<file path="src/rtl/regfile_scan_reader_if.sv">
// Bus between the scan reader, the register file read port and the display logic.
// The reader drives the read strobe/address and the display outputs; the peer side drives controls and read data.
interface regfile_scan_reader_if #(
  parameter int ADDR_W = 4,
  parameter int DATA_W = 16
);
  logic              Start;
  logic              Pause;
  logic              Step;
  logic              RdEn;
  logic [ADDR_W-1:0] RdAddr;
  logic [DATA_W-1:0] RdData;
  logic [DATA_W-1:0] ShowData;
  logic [ADDR_W-1:0] ShowAddr;
  logic              Valid;
  logic              Busy;
  logic              Done;

  modport master (
    input  Start, Pause, Step, RdData,
    output RdEn, RdAddr, ShowData, ShowAddr, Valid, Busy, Done
  );

  modport slave (
    output Start, Pause, Step, RdData,
    input  RdEn, RdAddr, ShowData, ShowAddr, Valid, Busy, Done
  );
endinterface

</file>
<file path="src/rtl/regfile_scan_reader.sv">
// Walks register addresses 0..NUM_REGS-1 through the register file read port and
// holds each captured word for display for DWELL cycles (Pause freezes, Step advances).
module regfile_scan_reader #(
  parameter int NUM_REGS = 16,
  parameter int ADDR_W   = 4,
  parameter int DATA_W   = 16,
  parameter int READ_LAT = 1,
  parameter int DWELL    = 50000000
) (
  input  logic                   Clk,
  input  logic                   Rst,
  regfile_scan_reader_if.master  bus
);

  localparam int DWELL_W = (DWELL > 1) ? $clog2(DWELL) : 1;
  localparam int LAT_W   = $clog2(READ_LAT + 1);

  localparam logic [DWELL_W-1:0] DWELL_LAST = DWELL_W'(DWELL - 1);
  localparam logic [LAT_W-1:0]   LAT_LAST   = LAT_W'(READ_LAT - 1);
  localparam logic [ADDR_W-1:0]  ADDR_LAST  = ADDR_W'(NUM_REGS - 1);

  typedef enum logic [2:0] {
    S_IDLE,
    S_REQ,
    S_WAIT,
    S_SHOW,
    S_DONE
  } state_t;

  state_t              state_q,     state_d;
  logic [ADDR_W-1:0]   addr_q,      addr_d;
  logic [LAT_W-1:0]    lat_cnt_q,   lat_cnt_d;
  logic [DWELL_W-1:0]  dwell_cnt_q, dwell_cnt_d;
  logic [DATA_W-1:0]   show_data_q, show_data_d;
  logic [ADDR_W-1:0]   show_addr_q, show_addr_d;
  logic                valid_q,     valid_d;
  logic                rd_en_q,     rd_en_d;
  logic                busy_q,      busy_d;
  logic                done_q,      done_d;
  logic                advance;

  // While paused only Step moves on; otherwise the dwell counter decides.
  assign advance = bus.Pause ? bus.Step : (dwell_cnt_q == DWELL_LAST);

  always_comb begin
    // NOTE: every signal gets a default first so no path through the case leaves it unassigned (no latch).
    state_d     = state_q;
    addr_d      = addr_q;
    lat_cnt_d   = lat_cnt_q;
    dwell_cnt_d = dwell_cnt_q;
    show_data_d = show_data_q;
    show_addr_d = show_addr_q;
    valid_d     = valid_q;
    rd_en_d     = 1'b0;
    done_d      = 1'b0;

    unique case (state_q)
      S_IDLE: begin
        if (bus.Start) begin
          state_d = S_REQ;
          addr_d  = '0;
          valid_d = 1'b0;
          rd_en_d = 1'b1;
        end
      end
      S_REQ: begin
        lat_cnt_d = '0;
        state_d   = S_WAIT;
      end
      S_WAIT: begin
        if (lat_cnt_q == LAT_LAST) begin
          show_data_d = bus.RdData;
          show_addr_d = addr_q;
          valid_d     = 1'b1;
          dwell_cnt_d = '0;
          state_d     = S_SHOW;
        end else begin
          lat_cnt_d = lat_cnt_q + LAT_W'(1);
        end
      end
      S_SHOW: begin
        if (!bus.Pause && !advance) begin
          dwell_cnt_d = dwell_cnt_q + DWELL_W'(1);
        end
        if (advance) begin
          if (addr_q == ADDR_LAST) begin
            state_d = S_DONE;
            done_d  = 1'b1;
          end else begin
            addr_d  = addr_q + ADDR_W'(1);
            state_d = S_REQ;
            rd_en_d = 1'b1;
          end
        end
      end
      S_DONE: begin
        state_d = S_IDLE;
      end
      default: begin
        state_d = S_IDLE;
      end
    endcase

    busy_d = (state_d != S_IDLE);
  end

  always_ff @(posedge Clk) begin
    // NOTE: sequential state uses non-blocking assignments so all flops update from pre-edge values.
    if (Rst) begin
      state_q     <= S_IDLE;
      addr_q      <= '0;
      lat_cnt_q   <= '0;
      dwell_cnt_q <= '0;
      show_data_q <= '0;
      show_addr_q <= '0;
      valid_q     <= 1'b0;
      rd_en_q     <= 1'b0;
      busy_q      <= 1'b0;
      done_q      <= 1'b0;
    end else begin
      state_q     <= state_d;
      addr_q      <= addr_d;
      lat_cnt_q   <= lat_cnt_d;
      dwell_cnt_q <= dwell_cnt_d;
      show_data_q <= show_data_d;
      show_addr_q <= show_addr_d;
      valid_q     <= valid_d;
      rd_en_q     <= rd_en_d;
      busy_q      <= busy_d;
      done_q      <= done_d;
    end
  end

  assign bus.RdEn     = rd_en_q;
  assign bus.RdAddr   = addr_q;
  assign bus.ShowData = show_data_q;
  assign bus.ShowAddr = show_addr_q;
  assign bus.Valid    = valid_q;
  assign bus.Busy     = busy_q;
  assign bus.Done     = done_q;

endmodule

</file>
<file path="src/flat_wrapper.sv">
// flat-port wrapper written by rule: the top's interface ports become plain ports
module regfile_scan_reader_flat 
#(
  parameter int NUM_REGS = 16,
  parameter int ADDR_W   = 4,
  parameter int DATA_W   = 16,
  parameter int READ_LAT = 1,
  parameter int DWELL    = 50000000
)
  (Clk, Rst, bus_Start, bus_Pause, bus_Step, bus_RdData, bus_RdEn, bus_RdAddr, bus_ShowData, bus_ShowAddr, bus_Valid, bus_Busy, bus_Done);
  regfile_scan_reader_if #(.ADDR_W(ADDR_W), .DATA_W(DATA_W)) bus_i ();
  input  logic Clk;
  input  logic Rst;
  input wire logic [$bits(bus_i.Start)-1:0] bus_Start;
  input wire logic [$bits(bus_i.Pause)-1:0] bus_Pause;
  input wire logic [$bits(bus_i.Step)-1:0] bus_Step;
  input wire logic [$bits(bus_i.RdData)-1:0] bus_RdData;
  output wire logic [$bits(bus_i.RdEn)-1:0] bus_RdEn;
  output wire logic [$bits(bus_i.RdAddr)-1:0] bus_RdAddr;
  output wire logic [$bits(bus_i.ShowData)-1:0] bus_ShowData;
  output wire logic [$bits(bus_i.ShowAddr)-1:0] bus_ShowAddr;
  output wire logic [$bits(bus_i.Valid)-1:0] bus_Valid;
  output wire logic [$bits(bus_i.Busy)-1:0] bus_Busy;
  output wire logic [$bits(bus_i.Done)-1:0] bus_Done;
  assign bus_i.Start = bus_Start;
  assign bus_i.Pause = bus_Pause;
  assign bus_i.Step = bus_Step;
  assign bus_i.RdData = bus_RdData;
  assign bus_RdEn = bus_i.RdEn;
  assign bus_RdAddr = bus_i.RdAddr;
  assign bus_ShowData = bus_i.ShowData;
  assign bus_ShowAddr = bus_i.ShowAddr;
  assign bus_Valid = bus_i.Valid;
  assign bus_Busy = bus_i.Busy;
  assign bus_Done = bus_i.Done;
  regfile_scan_reader #(.NUM_REGS(NUM_REGS), .ADDR_W(ADDR_W), .DATA_W(DATA_W), .READ_LAT(READ_LAT), .DWELL(DWELL)) u_core (.Clk(Clk), .Rst(Rst), .bus(bus_i));
endmodule
</file>
<file path="config.mk">
export PLATFORM = sky130hd
export DESIGN_NAME = regfile_scan_reader_flat
export DESIGN_NICKNAME = d
export VERILOG_FILES = /design/src/rtl/regfile_scan_reader_if.sv /design/src/rtl/regfile_scan_reader.sv /design/src/flat_wrapper.sv
export SDC_FILE = /design/constraint.sdc
export NUM_CORES = 1
export LEC_CHECK = 0
export CAP_MARGIN = 10
export CORE_MARGIN = 10
export CORE_UTILIZATION = 50
export CTS_CLUSTER_SIZE = 40
export DETAILED_ROUTE_END_ITERATION = 16
export MAX_ROUTING_LAYER = met4
export PLACE_DENSITY_LB_ADDON = 0.08
export SLEW_MARGIN = 20
export SYNTH_ARGS = -nofsm -noshare
export SYNTH_HDL_FRONTEND = slang
export SYNTH_SLANG_ARGS = --single-unit
</file>
<file path="constraint.sdc">
create_clock -name Clk -period 3.8 [get_ports Clk]
set_clock_uncertainty 0.05 [all_clocks]
set_input_delay 0.57 -clock Clk [delete_from_list [all_inputs] [get_ports Clk]]
set_output_delay 0.57 -clock Clk [all_outputs]
set_load 0.02 [all_outputs]
</file>
# After elaboration in Yosys (flattened, before gate mapping)

Index checks and enable logic that the tools add are counted.

Logic and storage cells: 63
Bits in registers: 58
Bits of input ports: 21
Output and inout bits: 28

Reduce and logical (&&, ||, !) cells: 14
Equality and inequality tests: 10
Add/subtract/negate cells: 3
Bitwise gates (word level): 3
Muxes and demuxes: 23

Operators with widths:

| kind                                                  | count |
|---|---|
| 2-to-1 mux 26 bit                                     | 2 |
| one-hot mux 26 bit (2 select lines)                   | 1 |
| adder 26 x 1 -> 26 bit, second input constant         | 1 |
| equality test 26 bit, second input constant           | 1 |
| 2-to-1 mux 3 bit                                      | 4 |
| 2-to-1 mux 4 bit                                      | 3 |
| one-hot mux 3 bit (4 select lines)                    | 1 |
| 2-to-1 mux 1 bit                                      | 8 |
| one-hot mux 4 bit (2 select lines)                    | 1 |
| nonzero test 2 bit                                    | 4 |
| equality test 3 x 2 -> 1 bit, second input constant   | 2 |
| inequality test 2 bit, second input constant          | 3 |
| one-hot mux 1 bit (2 select lines)                    | 3 |
| AND reduction 3 bit                                   | 2 |
| adder 4 x 1 -> 4 bit, second input constant           | 1 |
| equality test 4 bit, second input constant            | 1 |
| inequality test 2 x 1 -> 1 bit, second input constant | 2 |
| AND reduction 4 bit                                   | 1 |
| equality test 3 x 1 -> 1 bit, second input constant   | 1 |
| logical NOT 3 bit                                     | 1 |
| NOT 1 bit                                             | 3 |
| nonzero test 3 bit                                    | 1 |
| OR reduction 3 bit                                    | 1 |
| logical NOT 1 bit                                     | 2 |
| 3 further kinds                                       | 3 |

# Longest topological paths before layout

Gate-level depths: netlist (run 1).

Depth after elaboration: 6
Mapped depth: 7
Mapped depth without buffers: 6

# Least setup slack after synthesis (run 1)

Ideal clock, no wire load.

Path type: reg-to-reg
From: register u_core.dwell_cnt_q[0]
To: register u_core.addr_q[3], in the netlist u_core.bus.RdAddr[3]
Cell stages (with the launch flop): 8
Buffers on the path: 1
Setup slack: 1799 ps
Library setup time: 70 ps
Data arrival time: 1881 ps
Clock period less this slack: 2001 ps
Data required time: 3680 ps
Path through: dfxtp_1 > ha_1 > and4b_1 > nand3_2 > o41a_1 > buf_6 > or4_1 > a21oi_1

Longest elaborated chain between the ends: 4

Ends and longest elaborated chain:

| item                                            | line                       | RTL |
|---|---|---|
| from (decl)                                     | regfile_scan_reader.sv:33  | `logic [DWELL_W-1:0] dwell_cnt_q, dwell_cnt_d;` |
| from (signal assigned)                          | regfile_scan_reader.sv:124 | `dwell_cnt_q <= dwell_cnt_d;` |
| equality test 26 bit                            | regfile_scan_reader.sv:43  | `assign advance = bus.Pause ? bus.Step : (dwell_cnt_q == DWELL_LAST);` |
| 2-to-1 mux 1 bit                                | regfile_scan_reader.sv:43  |  |
| inequality test 2 x 1 -> 1 bit (no source line) | n/a                        |  |
| AND reduction 4 bit (no source line)            | n/a                        |  |
| to (signal assigned)                            | regfile_scan_reader.sv:122 | `addr_q <= addr_d;` |
| to (decl)                                       | regfile_scan_reader.sv:31  | `logic [ADDR_W-1:0] addr_q, addr_d;` |

No other way between the ends.
A chain may end at the register's enable or synchronous reset.

# Final worst setup path (run 1)

From: input port bus_Pause
To: register u_core.dwell_cnt_q[25]

Longest elaborated chain between the ends: 5
Elaborated cells between the ends (all ways): 6
Classes of those cells: eq/ne: 1; mux: 1; reduce/logical: 4

Ends and longest elaborated chain:

| item                                                | line                      | RTL |
|---|---|---|
| from (decl)                                         | flat_wrapper.sv:15        | `input wire logic [$bits(bus_i.Pause)-1:0] bus_Pause;` |
| 2-to-1 mux 1 bit                                    | regfile_scan_reader.sv:43 |  |
| logical NOT 1 bit                                   | regfile_scan_reader.sv:82 | `if (!bus.Pause && !advance) begin` |
| logical AND 1 bit (*)                               | regfile_scan_reader.sv:82 |  |
| inequality test 2 x 1 -> 1 bit (no source line) (*) | n/a                       |  |
| AND reduction 3 bit (no source line) (*)            | n/a                       |  |

Every way passes the cells marked *; elsewhere a longest branch is shown, timed or not.

==> flow_summary_export.csv, run 1 <==
group,metric,value,unit
drt,remaining_drc_errors,0,
yosys,netlist_top_cells_area,"dfxtp_1 46%, nand2_1 8.9%, a21oi_1 5.4%, xor2_1 4.6%, nor2_1 4.1%",
yosys,yosysUniqueCellTypes,48,
drt,first_pass_iters,4,
timing,rsz0062_at_grt,"no",
critical_path,worstPathRequired,3990,ps
yosys,ys_seq_elements,57,
yosys,yosys_warnings,0,
drt,wl_per_cell,14.3,µm
clocking,ctsResizeCount,0,
clocking,insertion_delay,320,ps
min_path,holdPathEnd,"u_core.bus.ShowData[4]",
global_route,grt_pass1_wl,9820,µm
critical_path,worstSetupPathType,"in -> reg",
critical_path,reg2reg_depth,6,
critical_path,cpMaxStageDelayCell,"nor4b_2",
min_path,worstHoldPathCells,2,
clocking,path_clk_slew,60,ps
critical_path,r2r-start,"u_core.dwell_cnt_q[0]",
yosys,syn-num-nets,321,
final_layout,area_growth,26.6,%
yosys,syn_avg_cell_area,8.37,µm²
clocking,clock-sinks,57,
yosys,ys.flop_type,"dfxtp_1",
drt,drt_wl_total,5930,µm
critical_path,crit_path_start_kind,"input port",
final_layout,n_fill_cell,429,
clocking,clk_path_buf_depth,2,
final_layout,diodes,0,
floorplan,die_x,90.6,µm
timing,finalSetupTns,0,ps
place,hpwl,4160,µm
critical_path,end_kind,"register",
critical_path,worstPathCellList,"clkdlybuf4s50_1 -> nand2_1 -> nor4b_2 -> nand4_1 -> or3_1 -> a21oi_1",
drt,drtIter0Drc,110,
place,portBuffers,48,
power,power_density,379,nW/µm²
timing,tightest_slew,788,ps
yosys,ys_async_sr_fraction,0,%
timing,hold_viol,0,
power,p_leak,1.05,nW
floorplan,ioPinCount,49,
place,gp_congestion,0.847,
final_layout,drive_above_1_share,6.94,%
timing,slew_violations,0,
critical_path,critPathArrivalTime,2570,ps
floorplan,core,4790,µm²
flow_run,cap_violations,0,
yosys,yosysSeqAreaShare,45.8,%
drt,final_antenna_net_count,0,
clocking,cts_inserted_buffers,9,
timing,finalCritPeriodShare,62.6,%
power,ir_drop,0.225,mV
status,outcome,"finished, final reports clean",
floorplan,rows,25,
floorplan,die_h,90.6,µm
drt,viasPerCell,5.40,
critical_path,r2r_slack,1490,ps
final_layout,fin_cells,413,
timing,final-setup-viol-count,0,
min_path,hold_path_class,"reg -> reg",
yosys,yosysTopAreaCellShare,45.8,%
yosys,syn_inst,298,
floorplan,die_area,8210,µm²
global_route,grt_max_degree,22,
place,placed_cells,400,
min_path,hold_path_startpoint,"u_core.bus.ShowData[4]",
drt,via_count,2229,
global_route,grt_pass1_vias,1982,
critical_path,r2r_end,"u_core.bus.RdAddr[2]",
clocking,cts_tree,"yes",
yosys,synth_top_area_cell,"dfxtp_1",
timing,fin_crit,2380,ps
clocking,post_cts_buffers,0,
yosys,yosysMostFrequentCell,"nand2_1",
yosys,syn_area,2490,µm²
timing,fmax,421,MHz
floorplan,start_util,52.1,%
timing,relSlewSlack,47.5,%
global_route,grt_overflow,0,
critical_path,worst-path-max-fanout,8,
final_layout,fin_nets,367,
global_route,gr-usage-all-layers,14.9,%
yosys,synth_edf_count,0,
clocking,ctsHoldBuffers,0,
critical_path,slowest_delay,580,ps
global_route,grt_antenna_before_repair,0,
yosys,synth_common_cells,"59 x nand2_1, 57 x dfxtp_1, 27 x a21oi_1, 27 x nor2_1, 14 x clkbuf_1",
clocking,cts-root-buf,"clkbuf_8",
clocking,cts_max_level,3,
critical path, delay by kind of cell:
family                 cells  cell delay, ps
AND/OR/NAND/NOR            4            1330
buffers and inverters      1             520
AO/OA/AOI/OAI              1             140
registers in the layout, summed over array words and instances, names as in the netlist:
signal,cells
u_core.bus.Busy,1
u_core.bus.Done,1
u_core.bus.RdAddr,4
u_core.bus.RdEn,1
u_core.bus.ShowAddr,4
u_core.bus.ShowData,16
u_core.bus.Valid,1
u_core.dwell_cnt_q,26
u_core.state_q,3
cell type report:
type | count | area [µm²] | area share (%)
clock buffer | 12 | 145 | 4.60
multi-input combinational | 218 | 1250 | 39.6
timing repair buffer | 52 | 510 | 16.2
clock inverter | 1 | 5.00 | 0.158
tap | 67 | 83.8 | 2.65
sequential | 57 | 1140 | 36.1
inverter | 6 | 22.5 | 0.713
layout by cell type, fill, tap and decap left out, types with 3 or more instances in the layout:
master | synthesis | final
xnor2_1 | 5 | 5
or3_1 | 4 | 4
o31ai_1 | 5 | 5
nand4_1 | 13 | 13
and4_1 | 3 | 3
o211ai_1 | 3 | 3
xor2_1 | 13 | 13
and3_1 | 3 | 3
clkbuf_8 | 0 | 10
nor3_1 | 3 | 3
a21oi_1 | 27 | 27
dfxtp_1 | 57 | 57
buf_4 | 0 | 4
clkdlybuf4s50_1 | 0 | 48
nor2_1 | 27 | 27
nor4_1 | 5 | 5
inv_1 | 6 | 6
o21ai_0 | 5 | 5
nand2_1 | 59 | 59
nand3_1 | 10 | 10
cells by family (layout without fill, tap and decap cells):
| kind of cell | after synthesis | after routing | share of synthesized area, % |
|---|---|---|---|
| AO/OA/AOI/OAI | 53 | 53 | 13.1 |
| XOR/XNOR | 18 | 18 | 6.32 |
| adder cells (fa/ha/maj) | 2 | 2 | 1.00 |
| buffers and inverters | 23 | 71 | 4.11 |
| flip-flops | 57 | 57 | 45.8 |
| AND/OR/NAND/NOR | 145 | 145 | 29.7 |
power breakdown:
part / total (mW) / internal (mW) / switching (mW)
registers: 0.621 / 0.612 / 0.00887
clock network: 0.454 / 0.243 / 0.211
logic: 0.122 / 0.0542 / 0.0679
total: 1.20 / 0.909 / 0.288
metrics by stage:
stage	hold slack (ps)	setup WS, ps	instance area (µm²)	power [mW]	util (%)
after floorplan	404	1800	2490	0.697	-
after global placement	391	1110	3010	0.755	62.8
after detailed placement	397	1110	3010	0.756	62.8
after CTS	405	1440	3160	1.21	66.0
after global routing	427	1170	3160	1.25	66.0
final	402	1420	3160	1.20	66.0
per-layer routing:
layer | vias to the layer above | share of wire, % | track usage [%]
met5 | - | 0 | -
li1 | 1137 | - | -
met3 | 8 | 3.7 | 3.41
met4 | 0 | 1.6 | 7.82
met2 | 42 | 46 | 21.3
met1 | 1042 | 49 | 19.0
worst max-delay path by stage:
stage                              to                  start  cells past startpoint
2_1_floorplan    u_core.bus.RdAddr[3]  u_core.dwell_cnt_q[0]                      7
3_3_place_gp   u_core.dwell_cnt_q[25]              bus_Pause                      6
3_5_place_dp   u_core.dwell_cnt_q[25]              bus_Pause                      6
4_1_cts        u_core.dwell_cnt_q[25]              bus_Pause                      6
5_1_grt        u_core.dwell_cnt_q[25]              bus_Pause                      6
6_report       u_core.dwell_cnt_q[25]              bus_Pause                      6
No activity file was read; power rests on OpenSTA's default activity.
==> run 2, diff against run 1 <==
Clock period 3.8 ns to 2.2 ns, I/O delays scaled along.
==> flow_summary_export.csv, run 2 (synthesized netlist as in run 1, its figures left out) <==
group,metric,value,unit
critical_path,crit_path_start_kind,"register",
clocking,insertion_delay,330,ps
clocking,ctsHoldBuffers,0,
critical_path,slowest_delay,480,ps
final_layout,layout_commonest_cell,"nand2_1",
global_route,gr-usage-all-layers,16.1,%
critical_path,r2r_end,"u_core.bus.RdAddr[3]",
place,pre_cts_ws,63.1,ps
clocking,path_clk_slew,60,ps
final_layout,regMostFlops,"u_core.dwell_cnt_q",
critical_path,r2r_slack,80,ps
clocking,cts_tree,"yes",
drt,remaining_drc_errors,0,
final_layout,area_growth,34.0,%
timing,tightest_slew,689,ps
status,outcome,"finished, final reports clean",
timing,final-setup-viol-count,0,
power,power_density,699,nW/µm²
global_route,grt_pass1_vias,2225,
global_route,grt_antenna_before_repair,0,
critical_path,startpoint,"u_core.dwell_cnt_q[0]",
critical_path,worstPathRequired,2410,ps
final_layout,diodes,0,
drt,drtIter0Drc,169,
critical_path,cp.depth,6,
drt,final_antenna_net_count,0,
drt,viasPerCell,5.41,
timing,fin_crit,2120,ps
place,dpl_cell_area,3080,µm²
critical_path,path_buf_inv,0,
clocking,cts-root-buf,"clkbuf_8",
drt,via_count,2326,
final_layout,n_fill_cell,389,
drt,drt_wl_total,6440,µm
critical_path,worst-path-max-fanout,6,
drt,wl_per_cell,15.0,µm
floorplan,core,4790,µm²
critical_path,critPathArrivalTime,2330,ps
final_layout,layout_common_cells,"59 x nand2_1, 55 x dfxtp_1, 48 x clkdlybuf4s50_1",
timing,fmax,471,MHz
timing,relSlewSlack,53.5,%
floorplan,die_h,90.6,µm
critical_path,reg2reg_depth,6,
power,ir_drop,0.476,mV
power,p_leak,1.16,nW
critical_path,end_kind,"register",
final_layout,fin_nets,382,
global_route,grt_overflow,0,
critical_path,worstPathCellList,"ha_2 -> and4b_1 -> nand3_2 -> o41a_1 -> or4_1 -> a21oi_1",
floorplan,rows,25,
global_route,grt_max_degree,22,
clocking,cts_max_level,3,
timing,slew_violations,0,
place,hpwl,4450,µm
global_route,grt_pass1_wl,10800,µm
timing,hold_viol,0,
floorplan,ioPinCount,49,
flow_run,cap_violations,0,
critical_path,crit_family,"simple AND/OR/NAND/NOR gates",
floorplan,start_util,52.1,%
clocking,clock-sinks,57,
floorplan,die_area,8210,µm²
timing,finalCritPeriodShare,96.5,%
timing,finalSetupTns,0,ps
final_layout,largest_register_ffs,26,
drt,first_pass_iters,4,
clocking,clk_path_buf_depth,2,
critical_path,worstSetupPathType,"reg -> reg",
min_path,hold_path_class,"reg -> reg",
final_layout,drive_above_1_share,12.9,%
final_layout,design_area,3340,µm²
place,portBuffers,48,
critical_path,cpMaxStageDelayCell,"o41a_1",
timing,holdWs,402,ps
timing,rsz0062_at_grt,"no",
min_path,hold_path_startpoint,"u_core.bus.ShowData[2]",
place,gp_congestion,0.924,
floorplan,die_x,90.6,µm
critical_path,r2r-start,"u_core.dwell_cnt_q[0]",
timing,fin_ws,76.5,ps
critical_path,crit_end,"u_core.bus.RdAddr[3]",
clocking,cts_inserted_buffers,9,
[run 2: cell types whose count changed in the layout (fill, tap and decap cells not counted), sizes merged]
cell and delta:
buf +15, bufinv +1, clkbuf +1
[run 2: through the flow]
step / total power [mW] / util, % / cells
floorplan: 1.20 / - / 298
global placement: 1.31 / 64.4 / 410
detailed placement: 1.31 / 64.4 / 410
CTS: 2.35 / 68.9 / 425
global route: 2.42 / 69.8 / 430
finish: 2.34 / 69.8 / 430
[run 2: metal layers]
metal | wire length, µm | global-route usage (%) | vias to the layer above
met5 | 0 | - | -
met4 | 81 | 6.90 | 0
met3 | 308 | 3.74 | 10
met2 | 3060 | 25.5 | 57
met1 | 2980 | 19.1 | 1092
li1 | - | - | 1167
[run 2: timing repair]
action,CTS,global route
setup buffers,0,5
setup endpoints to repair,0,3
resized for setup,0,6
[run 2: cell type report]
| type | count | area [µm²] | area share (%) |
|---|---|---|---|
| repair buffers | 67 | 621 | 18.6 |
| flip-flops and latches | 57 | 1140 | 34.2 |
| well taps | 67 | 83.8 | 2.51 |
| inverters | 6 | 22.5 | 0.674 |
| clock inverters | 2 | 35.0 | 1.05 |
| multi-input cells | 218 | 1260 | 37.6 |
| clock buffers | 13 | 179 | 5.36 |
[run 2: tightest hold or removal path: stages, from the launching register on]
cell     delay [ps]
dfxtp_1         310
nand2_1          50
a21oi_1          50
[run 2: worst min path at each step]
stage | end | slack (ps) | cells past startpoint
after global placement | u_core.bus.ShowData[10] | 390 | 2
after global routing | u_core.bus.ShowData[4] | 420 | 2
after floorplan | u_core.dwell_cnt_q[25] | 400 | 2
final | u_core.bus.ShowData[2] | 400 | 2
after detailed placement | u_core.bus.ShowData[5] | 400 | 2
after CTS | u_core.bus.ShowData[4] | 410 | 2
[run 2: power breakdown]
group | internal (mW) | switching [mW]
logic | 0.105 | 0.121
registers | 1.06 | 0.0160
clock network | 0.639 | 0.399
total | 1.80 | 0.536
==> run 3, diff against run 2 <==
Settings changed: SKIP_CTS_REPAIR_TIMING set to 1.
==> results of run 3 <==
Same layout as run 2: the final DEF is identical, and so are final timing and power.
